**config.mk**
```make
export PLATFORM = sky130hd
export DESIGN_NAME = multdiv_unit
export DESIGN_NICKNAME = d
export VERILOG_FILES = /design/src/rtl/multdiv_pkg.sv /design/src/rtl/multdiv_signfix.sv /design/src/rtl/multdiv_unit.sv
export SDC_FILE = /design/constraint.sdc
export NUM_CORES = 1
export LEC_CHECK = 0
export CAP_MARGIN = 10
export CORE_MARGIN = 10
export CORE_UTILIZATION = 45
export CTS_BUF_LIST = sky130_fd_sc_hd__clkbuf_8 sky130_fd_sc_hd__clkbuf_16
export DETAILED_ROUTE_END_ITERATION = 16
export HOLD_SLACK_MARGIN = 0.05
export PLACE_DENSITY_LB_ADDON = 0.12
export SYNTH_ARGS = -nofsm -noshare
export SYNTH_HDL_FRONTEND = slang
export SYNTH_SLANG_ARGS = --single-unit
export TNS_END_PERCENT = 50
```
**constraint.sdc**
```tcl
create_clock -name clk -period 6 [get_ports clk]
set_input_delay 0.9 -clock clk [delete_from_list [all_inputs] [get_ports clk]]
set_output_delay 0.9 -clock clk [all_outputs]
set_load 0.03 [all_outputs]
```
**src/rtl/multdiv_pkg.sv**
```systemverilog
// Shared encodings and constants for the iterative MIPS multiply/divide unit.
package multdiv_pkg;

  // Operation select as presented on the op port.
  typedef enum logic [1:0] {
    OP_MULT  = 2'b00,
    OP_MULTU = 2'b01,
    OP_DIV   = 2'b10,
    OP_DIVU  = 2'b11
  } op_e;

  // Sequencer states: capture, accumulator init, iterate, sign fix-up.
  typedef enum logic [1:0] {
    S_IDLE = 2'b00,
    S_LOAD = 2'b01,
    S_ITER = 2'b10,
    S_FIX  = 2'b11
  } state_e;

  localparam int ITER_COUNT = 32;
  localparam int CNT_W      = $clog2(ITER_COUNT);

  // LO value produced by a divide whose divisor is zero.
  localparam logic [31:0] DIV0_LO = 32'hFFFF_FFFF;

  // True for the two's-complement variants that need magnitude conversion.
  function automatic logic is_signed_op(input op_e op);
    return (op == OP_MULT) || (op == OP_DIV);
  endfunction

endpackage

```
**src/rtl/multdiv_signfix.sv**
```systemverilog
// Combinational sign restoration: the core iterates on magnitudes, this block
// turns the raw accumulator back into signed HI/LO values.
module multdiv_signfix #(
  parameter int WIDTH = 32
) (
  input  logic               is_div,
  input  logic               neg_res,
  input  logic               neg_rem,
  input  logic [2*WIDTH-1:0] acc,
  output logic [WIDTH-1:0]   hi,
  output logic [WIDTH-1:0]   lo
);

  logic [2*WIDTH-1:0] prod;
  logic [WIDTH-1:0]   quot;
  logic [WIDTH-1:0]   rem;

  // Multiply negates the whole 64-bit product; divide fixes quotient and remainder independently.
  always_comb begin
    prod = neg_res ? -acc : acc;
    quot = neg_res ? -acc[WIDTH-1:0] : acc[WIDTH-1:0];
    rem  = neg_rem ? -acc[2*WIDTH-1:WIDTH] : acc[2*WIDTH-1:WIDTH];
    if (is_div) begin
      hi = rem;
      lo = quot;
    end else begin
      hi = prod[2*WIDTH-1:WIDTH];
      lo = prod[WIDTH-1:0];
    end
  end

endmodule

```
**src/rtl/multdiv_unit.sv**
```systemverilog
// Iterative MIPS multiply/divide unit holding the architectural HI/LO pair.
// One shift-add or restoring shift-subtract step per cycle on operand magnitudes,
// signs reapplied in the FIX state.
module multdiv_unit
  import multdiv_pkg::*;
#(
  parameter int WIDTH = 32
) (
  input  logic             clk,
  input  logic             rst,
  input  logic             start,
  input  logic [1:0]       op,
  input  logic [WIDTH-1:0] rs_data,
  input  logic [WIDTH-1:0] rt_data,
  input  logic             mthi,
  input  logic             mtlo,
  input  logic [WIDTH-1:0] wdata,
  output logic             busy,
  output logic             done,
  output logic [WIDTH-1:0] hi,
  output logic [WIDTH-1:0] lo
);

  state_e               state_q, state_d;
  logic                 is_div_q, is_div_d;
  logic                 neg_res_q, neg_res_d;
  logic                 neg_rem_q, neg_rem_d;
  logic                 div0_q, div0_d;
  logic [WIDTH-1:0]     a_q, a_d;
  logic [WIDTH-1:0]     b_q, b_d;
  logic [WIDTH-1:0]     rs_raw_q, rs_raw_d;
  logic [2*WIDTH-1:0]   acc_q, acc_d;
  logic [CNT_W-1:0]     cnt_q, cnt_d;
  logic [WIDTH-1:0]     hi_q, hi_d;
  logic [WIDTH-1:0]     lo_q, lo_d;
  logic                 done_q, done_d;

  logic                 sign_a;
  logic                 sign_b;
  logic [WIDTH:0]       mul_sum;
  logic [2*WIDTH-1:0]   mul_next;
  logic [2*WIDTH:0]     div_shift;
  logic [WIDTH:0]       div_trial;
  logic [2*WIDTH-1:0]   div_next;
  logic [WIDTH-1:0]     fix_hi;
  logic [WIDTH-1:0]     fix_lo;

  multdiv_signfix #(.WIDTH(WIDTH)) u_signfix (
    .is_div  (is_div_q),
    .neg_res (neg_res_q),
    .neg_rem (neg_rem_q),
    .acc     (acc_q),
    .hi      (fix_hi),
    .lo      (fix_lo)
  );

  // One iteration step of each algorithm; a non-negative trial difference sets the quotient bit.
  always_comb begin
    sign_a    = is_signed_op(op_e'(op)) & rs_data[WIDTH-1];
    sign_b    = is_signed_op(op_e'(op)) & rt_data[WIDTH-1];
    mul_sum   = {1'b0, acc_q[2*WIDTH-1:WIDTH]} + {1'b0, (acc_q[0] ? a_q : '0)};
    mul_next  = {mul_sum, acc_q[WIDTH-1:1]};
    div_shift = {acc_q, 1'b0};
    div_trial = div_shift[2*WIDTH:WIDTH] - {1'b0, b_q};
    if (!div_trial[WIDTH]) begin
      div_next = {div_trial[WIDTH-1:0], div_shift[WIDTH-1:1], 1'b1};
    end else begin
      div_next = div_shift[2*WIDTH-1:0];
    end
  end

  // Sequencer, operand capture and HI/LO update.
  always_comb begin
    state_d   = state_q;
    is_div_d  = is_div_q;
    neg_res_d = neg_res_q;
    neg_rem_d = neg_rem_q;
    div0_d    = div0_q;
    a_d       = a_q;
    b_d       = b_q;
    rs_raw_d  = rs_raw_q;
    acc_d     = acc_q;
    cnt_d     = cnt_q;
    hi_d      = hi_q;
    lo_d      = lo_q;
    done_d    = 1'b0;
    case (state_q)
      S_IDLE: begin
        if (start) begin
          is_div_d  = op[1];
          neg_res_d = sign_a ^ sign_b;
          neg_rem_d = sign_a;
          div0_d    = (rt_data == '0);
          a_d       = sign_a ? -rs_data : rs_data;
          b_d       = sign_b ? -rt_data : rt_data;
          rs_raw_d  = rs_data;
          state_d   = S_LOAD;
        end else begin
          if (mthi) hi_d = wdata;
          if (mtlo) lo_d = wdata;
        end
      end
      S_LOAD: begin
        acc_d   = {{WIDTH{1'b0}}, (is_div_q ? a_q : b_q)};
        cnt_d   = '0;
        state_d = S_ITER;
      end
      S_ITER: begin
        acc_d = is_div_q ? div_next : mul_next;
        cnt_d = cnt_q + CNT_W'(1);
        if (cnt_q == CNT_W'(ITER_COUNT - 1)) state_d = S_FIX;
      end
      S_FIX: begin
        if (is_div_q && div0_q) begin
          hi_d = rs_raw_q;
          lo_d = DIV0_LO;
        end else begin
          hi_d = fix_hi;
          lo_d = fix_lo;
        end
        done_d  = 1'b1;
        state_d = S_IDLE;
      end
      default: state_d = S_IDLE;
    endcase
  end

  // State register; reset abandons any operation in flight and clears HI/LO.
  always_ff @(posedge clk) begin
    if (rst) begin
      state_q   <= S_IDLE;
      is_div_q  <= 1'b0;
      neg_res_q <= 1'b0;
      neg_rem_q <= 1'b0;
      div0_q    <= 1'b0;
      a_q       <= '0;
      b_q       <= '0;
      rs_raw_q  <= '0;
      acc_q     <= '0;
      cnt_q     <= '0;
      hi_q      <= '0;
      lo_q      <= '0;
      done_q    <= 1'b0;
    end else begin
      state_q   <= state_d;
      is_div_q  <= is_div_d;
      neg_res_q <= neg_res_d;
      neg_rem_q <= neg_rem_d;
      div0_q    <= div0_d;
      a_q       <= a_d;
      b_q       <= b_d;
      rs_raw_q  <= rs_raw_d;
      acc_q     <= acc_d;
      cnt_q     <= cnt_d;
      hi_q      <= hi_d;
      lo_q      <= lo_d;
      done_q    <= done_d;
    end
  end

  assign busy = (state_q != S_IDLE);
  assign done = done_q;
  assign hi   = hi_q;
  assign lo   = lo_q;

endmodule

```
==> Word-level counts from Yosys, hierarchy flattened <==
Index checks and enable logic that the tools add are counted.
{ "classes": {"add_sub_neg": 8, "eq_ne": 10, "muxes": 25, "n_bitwise": 3, "n_reduce_logical": 12} }
{ "ops": {"columns": ["operator", "n"], "rows": [
  ["2-to-1 mux 32 bit", 14],
  ["2-to-1 mux 64 bit", 3],
  ["negation 32 bit", 4],
  ["one-hot mux 32 bit (2 select lines)", 2],
  ["one-hot mux 64 bit (2 select lines)", 1],
  ["negation 64 bit", 1],
  ["adder 32 x 32 -> 33 bit", 1],
  ["subtractor 33 x 32 -> 33 bit", 1],
  ["zero test 32 bit", 1],
  ["inequality test 2 bit, second input constant", 5],
  ["one-hot mux 5 bit (2 select lines)", 1],
  ["one-hot mux 2 bit (4 select lines)", 1],
  ["equality test 2 bit, second input constant", 3],
  ["AND reduction 3 bit", 2],
  ["nonzero test 2 bit", 3],
  ["adder 5 x 1 -> 5 bit, second input constant", 1],
  ["equality test 5 bit, second input constant", 1],
  ["zero test 2 bit", 2],
  ["2-to-1 mux 2 bit", 2],
  ["AND reduction 2 bit", 2],
  ["bitwise AND 1 bit", 2],
  ["equality test 2 x 1 -> 1 bit, second input constant", 1],
  ["logical AND 1 bit", 1],
  ["logical OR 1 bit", 1],
  ["2 further kinds", 2]
]} }
{ "totals": {"ff_bits": 236, "input_bits": 103, "output_inout_bits": 66, "wordCells": 71} }

==> Longest topological paths before layout <==
{ "logic_depth": {"ltp_word": 5, "depth_mapped": 15, "depth_no_buf": 13} }

==> Modules after synthesis <==
From an unflattened synthesis, not the netlist that was laid out.
{ "hier_totals": {"cells_unflattened": 2122, "hier_area_um2": 16724.8} }
{ "by_module_without_submodules": {"columns": ["module", "instances", "cells_per_inst", "area_each_um2", "seq_area_each_um2"], "rows": [
  ["multdiv_unit", 1, 1835, 14829.2, 4704.5],
  ["multdiv_signfix", 1, 287, 1895.6, 0.0]
]} }

==> Least setup slack after synthesis <==
No wires, ideal clock.
{ "synth_timing": {"path_type": "register -> register", "from": "register acc_q[0]", "to": "register acc_q[53]", "setup_time_ns": 0.117, "arrival_time_ns": 3.176, "required_ns": 5.883, "slack_ns": 2.706, "stages_incl_launch_ff": 16, "n_path_buf": 2, "synth_period_minus_slack_ns": 3.294, "path_cell_list": "dfxtp_1 clkbuf_1 clkbuf_1 and2_1 ha_1 inv_1 fa_1 nand2b_1 a21oi_1 o2111a_1 o311ai_0 a31oi_1 o21ai_0 xor2_1 nand2_1 a32o_1"} }
{ "synth_between": {"elab_chain_cells": 4} }
{ "synth_lines": {"columns": ["item", "line_no", "source"], "rows": [
  ["start: declaration", "multdiv_unit.sv:32", "logic [2*WIDTH-1:0] acc_q, acc_d;"],
  ["start signal: assignment", "multdiv_unit.sv:139", "acc_q <= '0;"],
  ["start signal: assignment", "multdiv_unit.sv:153", "acc_q <= acc_d;"],
  ["2-to-1 mux 32 bit", "multdiv_unit.sv:61", "mul_sum = {1'b0, acc_q[2*WIDTH-1:WIDTH]} + {1'b0, (acc_q[0] ? a_q : '0)};"],
  ["adder 32 x 32 -> 33 bit", "multdiv_unit.sv:61", null],
  ["2-to-1 mux 64 bit", "multdiv_unit.sv:109", "acc_d = is_div_q ? div_next : mul_next;"],
  ["one-hot mux 64 bit (2 select lines)", "multdiv_unit.sv:87", "case (state_q)"]
]} }
No other way between the ends.
A chain may end at the register's enable or synchronous reset.

==> Worst setup path in the final report <==
{ "layout_timing": {"from": "register acc_q[31]", "to": "register acc_q[56]"} }
{ "layout_between": {"elab_chain_cells": 4} }
{ "layout_lines": {"columns": ["item", "line_no", "source"], "rows": [
  ["subtractor 33 x 32 -> 33 bit", "multdiv_unit.sv:64", "div_trial = div_shift[2*WIDTH:WIDTH] - {1'b0, b_q};"],
  ["2-to-1 mux 64 bit", "multdiv_unit.sv:65", "if (!div_trial[WIDTH]) begin"],
  ["2-to-1 mux 64 bit", "multdiv_unit.sv:109", null],
  ["one-hot mux 64 bit (2 select lines)", "multdiv_unit.sv:87", null]
]} }
No other way between the ends.

==> results summary <==
The number of gates resized after cts came out at 0. Of the cells placed in the final design, the portion with a size suffix greater than 1 is 0.0637. The aggregate negative setup slack is 0 ns.

The minimum period implied by the final worst setup slack is 4.16 ns. Headroom to the max-slew limit came out at 0.248. Setup violations remaining at the end of the flow were counted as 0. TritonCTS built the clock tree. The first global-routing pass estimated 95,500 um of wire.

The number of top-level pins came out at 169. The endpoint kind of the worst setup timing path is a flop. In this run, synthesis inferred 0 flip-flops with an integrated enable.

The areal power density over the cells came out at 381 nW/um^2. The overall via count from detail_route came out at 16.7k. The core area came out at 36,900 um^2.

The worst vdd rail ir drop came out at 0.298 mV. The maximum clock rate is 240 MHz. When the netlist entered floorplanning its net count stood at 2,325.

The number of max-slew violations in the final report is 0. At the worst endpoint, the required time is 6.45 ns. Yosys printed 0 warnings. The top fanout value on the critical path came out at 26.

The cell area after synthesis came out at 16,900 um^2. The number of synthesized register bits came out at 235. The total overflow left after global routing is 0. The analysis attributes to cell leakage a power of 7.67 nW.

The slew at the pin closest to its max-slew limit is 1.13 ns. The cell type of the slowest stage on the worst timing path is xor2_4. For this design, the sink count on the clock tree is 235. Across the run, the number of max-cap violations was 0. The final net count came out at 2,402. In the synthesized netlist, the cells that appear most often are 235 x dfxtp_1, 227 x nor2_1, 223 x a21oi_1, 210 x nand2_1, 129 x o21ai_0. The number of nets with antenna violations after detailed routing came out at 0. The worst hold slack came out at 0.450 ns. The later pin in the worst-skew pair is clocked with a latency of 0.58 ns. In the final routed layout, each cell accounts on average for 23.2 um.

In the post-synthesis netlist, the cell with the most instances is dfxtp_1. The share of synthesized cell area in and, or, nand and nor gates is 0.203. The utilization after layout is 0.536. For this run, the leading register cell type out of synthesis is dfxtp_1.

The aggregate global-route resource usage is 0.269. For this block, the routed nets add up to 63,700 um of wire. The arrival time at the worst endpoint came out at 4.61 ns. The die covers 45,700 um^2. Of the available clock period, the critical path in the final layout requires 0.694.

The family with the most delay on the worst path is compound AO/OA/AOI/OAI gates. The final worst clock skew came out at 0.0204 ns. The proportion of synthesized flip-flops having asynchronous set or reset is 0. The depth of the CTS H-tree is 1. The portion of synthesized area spent on multiplexers is 0.0840. The average instance in the mapped netlist occupies 7.88 um^2. The detailed-route vias per instance is 6.07. The cell sitting at the root of the clock tree is a clkbuf_16. The number of instances in the synthesized netlist is 2,147. The number of remaining DRC errors came out at 0. The tightest min-delay check is of the flop to flop type. The number of input and output port buffers inserted came out at 168. The count of buffers added by post-CTS timing repair for setup came out at 0. The chip height is 214 um.

The final number of hold-violating endpoints is 0. Across all setup checks in the final design, the least slack found is 1.84 ns. The flow ran to the end, and the final reports show no timing, DRC or antenna violations. The number of global-route vias before repair is 15.6k. Setup repair after global routing left no endpoint under its margin. The synthesized design spends more area on one cell type than any other, namely dfxtp_1. The overall power consumption is 7.54 mW.

The area share of the largest cell type after synthesis is 0.278. The horizontal extent of the die came out at 214 um. After synthesis, the largest family of logic cells by area is compound AO/OA/AOI/OAI gates.

The total buffers and inverters traversed by the critical path came out at 2. Sorting the synthesized cells by area gives the leading types as dfxtp_1 28%, a21oi_1 6.6%, ha_1 5.4%, xnor2_1 5.1%, nor2_1 5.0%. The setup path with the least slack is of type flop to flop. The number of clock buffers inserted by TritonCTS is 29. After clock tree synthesis, the flow added hold-fix buffers numbering 0.

STA classifies the critical path startpoint as a flop. The adder-cell area share of the yosys netlist is 0.0564. Entering global routing, the biggest net connects 155 pins. The global placement routability congestion is 0.996.

The share of the Yosys chip area taken by registers is 0.278. The number of distinct library cells after synthesis came out at 89. Traced cell by cell, the critical path runs through inv_1 > ha_1 > fa_1 > nand2b_1 > a21oi_1 > o41ai_1 > o21a_1 > o21ai_1 > xor2_4 > buf_4 > mux2i_1 > nor2_1 > a221o_1. The maximum clock path buffer count came out at 3. At the placement stage, the worst setup path has a slack of 1.89 ns. The number of iterations in the first detailed-routing pass came out at 5. The xor/xnor cell area share of the yosys netlist came out at 0.0849. The effective utilization at floorplan came out at 0.459. The floorplan has 70 rows. The delay of the slowest cell on the worst path came out at 0.77 ns. The number of violations reported at the end of detailed-routing iteration 0 came out at 1,459. The detailed placement HPWL came out at 48,800 um.

The clock slew seen by the registers of the worst setup and hold paths came out at 0.06 ns. The number of antenna violations at the first check in global routing is 0. Relative to the synthesized area, the layout overhead comes to 16.8%. The fraction of the mapped netlist area in compound gates is 0.238.
==> placed cells by master (no fill, tap or decap), drive strengths merged, types with 32 or more instances in the layout <==
master / count
clkdlybuf4s50: 167
ha: 73
o21ai: 135
inv: 82
clkbuf: 35
xor2: 66
nor2: 228
a211oi: 71
nor3: 54
dfxtp: 235
and2: 48
mux4: 32
xnor2: 98
mux2i: 68
nand2: 210
a21oi: 224
==> area by class of cell <==
class | count | area, um^2
fillers | 3605 | 17100
multi-input cells | 1690 | 11300
flip-flops and latches | 235 | 4710
repair buffers | 191 | 1870
clock buffers | 35 | 808
well taps | 504 | 631
inverters | 77 | 289
clock inverters | 17 | 145
diodes | 1 | 2.50
==> stage by stage <==
stage | area, um^2 | instances
CTS | 19800 | 2749
finish | 19800 | 2750
global route | 19800 | 2749
global placement | 18800 | 2697
detailed placement | 18800 | 2697
floorplan | 16900 | 2147
==> metal layers <==
metal	global-route usage	vias to the layer above	wire, um
li1	-	7911	-
met1	0.367	8027	28000
met2	0.431	631	29300
met3	0.0381	112	4380
met4	0.0841	0	1990
met5	0	-	0
==> final timing paths <==
check / start / end / slack, ns / depth (start not counted)
worst max-delay path: acc_q[31] / acc_q[56] / 1.84 / 13
worst min-delay path: lo[3] / lo[3] / 0.45 / 2
worst min register to register: lo[3] / lo[3] / 0.45 / 2
worst max register to register: acc_q[31] / acc_q[56] / 1.84 / 13
==> where the power goes <==
group          switching, mW  internal (mW)  total (mW)
Sequential             0.431           1.88        2.31
Clock                  0.732           1.04        1.77
Combinational           2.08           1.37        3.46
Total                   3.25           4.29        7.54
==> cell families (layout without fill, tap and decap cells) <==
group / count (synthesis) / in the layout
multiplexers: 101 / 101
buffers and inverters: 222 / 320
adder cells (fa/ha/maj): 75 / 75
other: 0 / 1
flip-flops: 235 / 235
AND/OR/NAND/NOR: 707 / 707
XOR/XNOR: 164 / 164
AO/OA/AOI/OAI: 643 / 643
==> tightest hold or removal path: cells and delay by family (launching register included) <==
family / cells / cell delay, ns
flops: 1 / 0.31
simple gates: 1 / 0.05
compound gates: 1 / 0.05
==> registers in the layout (all words and copies together), names as in the netlist <==
signal     count
done           1
is_div_q       1
neg_res_q      1
b_q           32
div0_q         1
state_q        2
rs_raw_q      31
hi            32
lo            32
neg_rem_q      1
acc_q         64
a_q           32
cnt_q          5
Power figures use the tool's default switching activity.
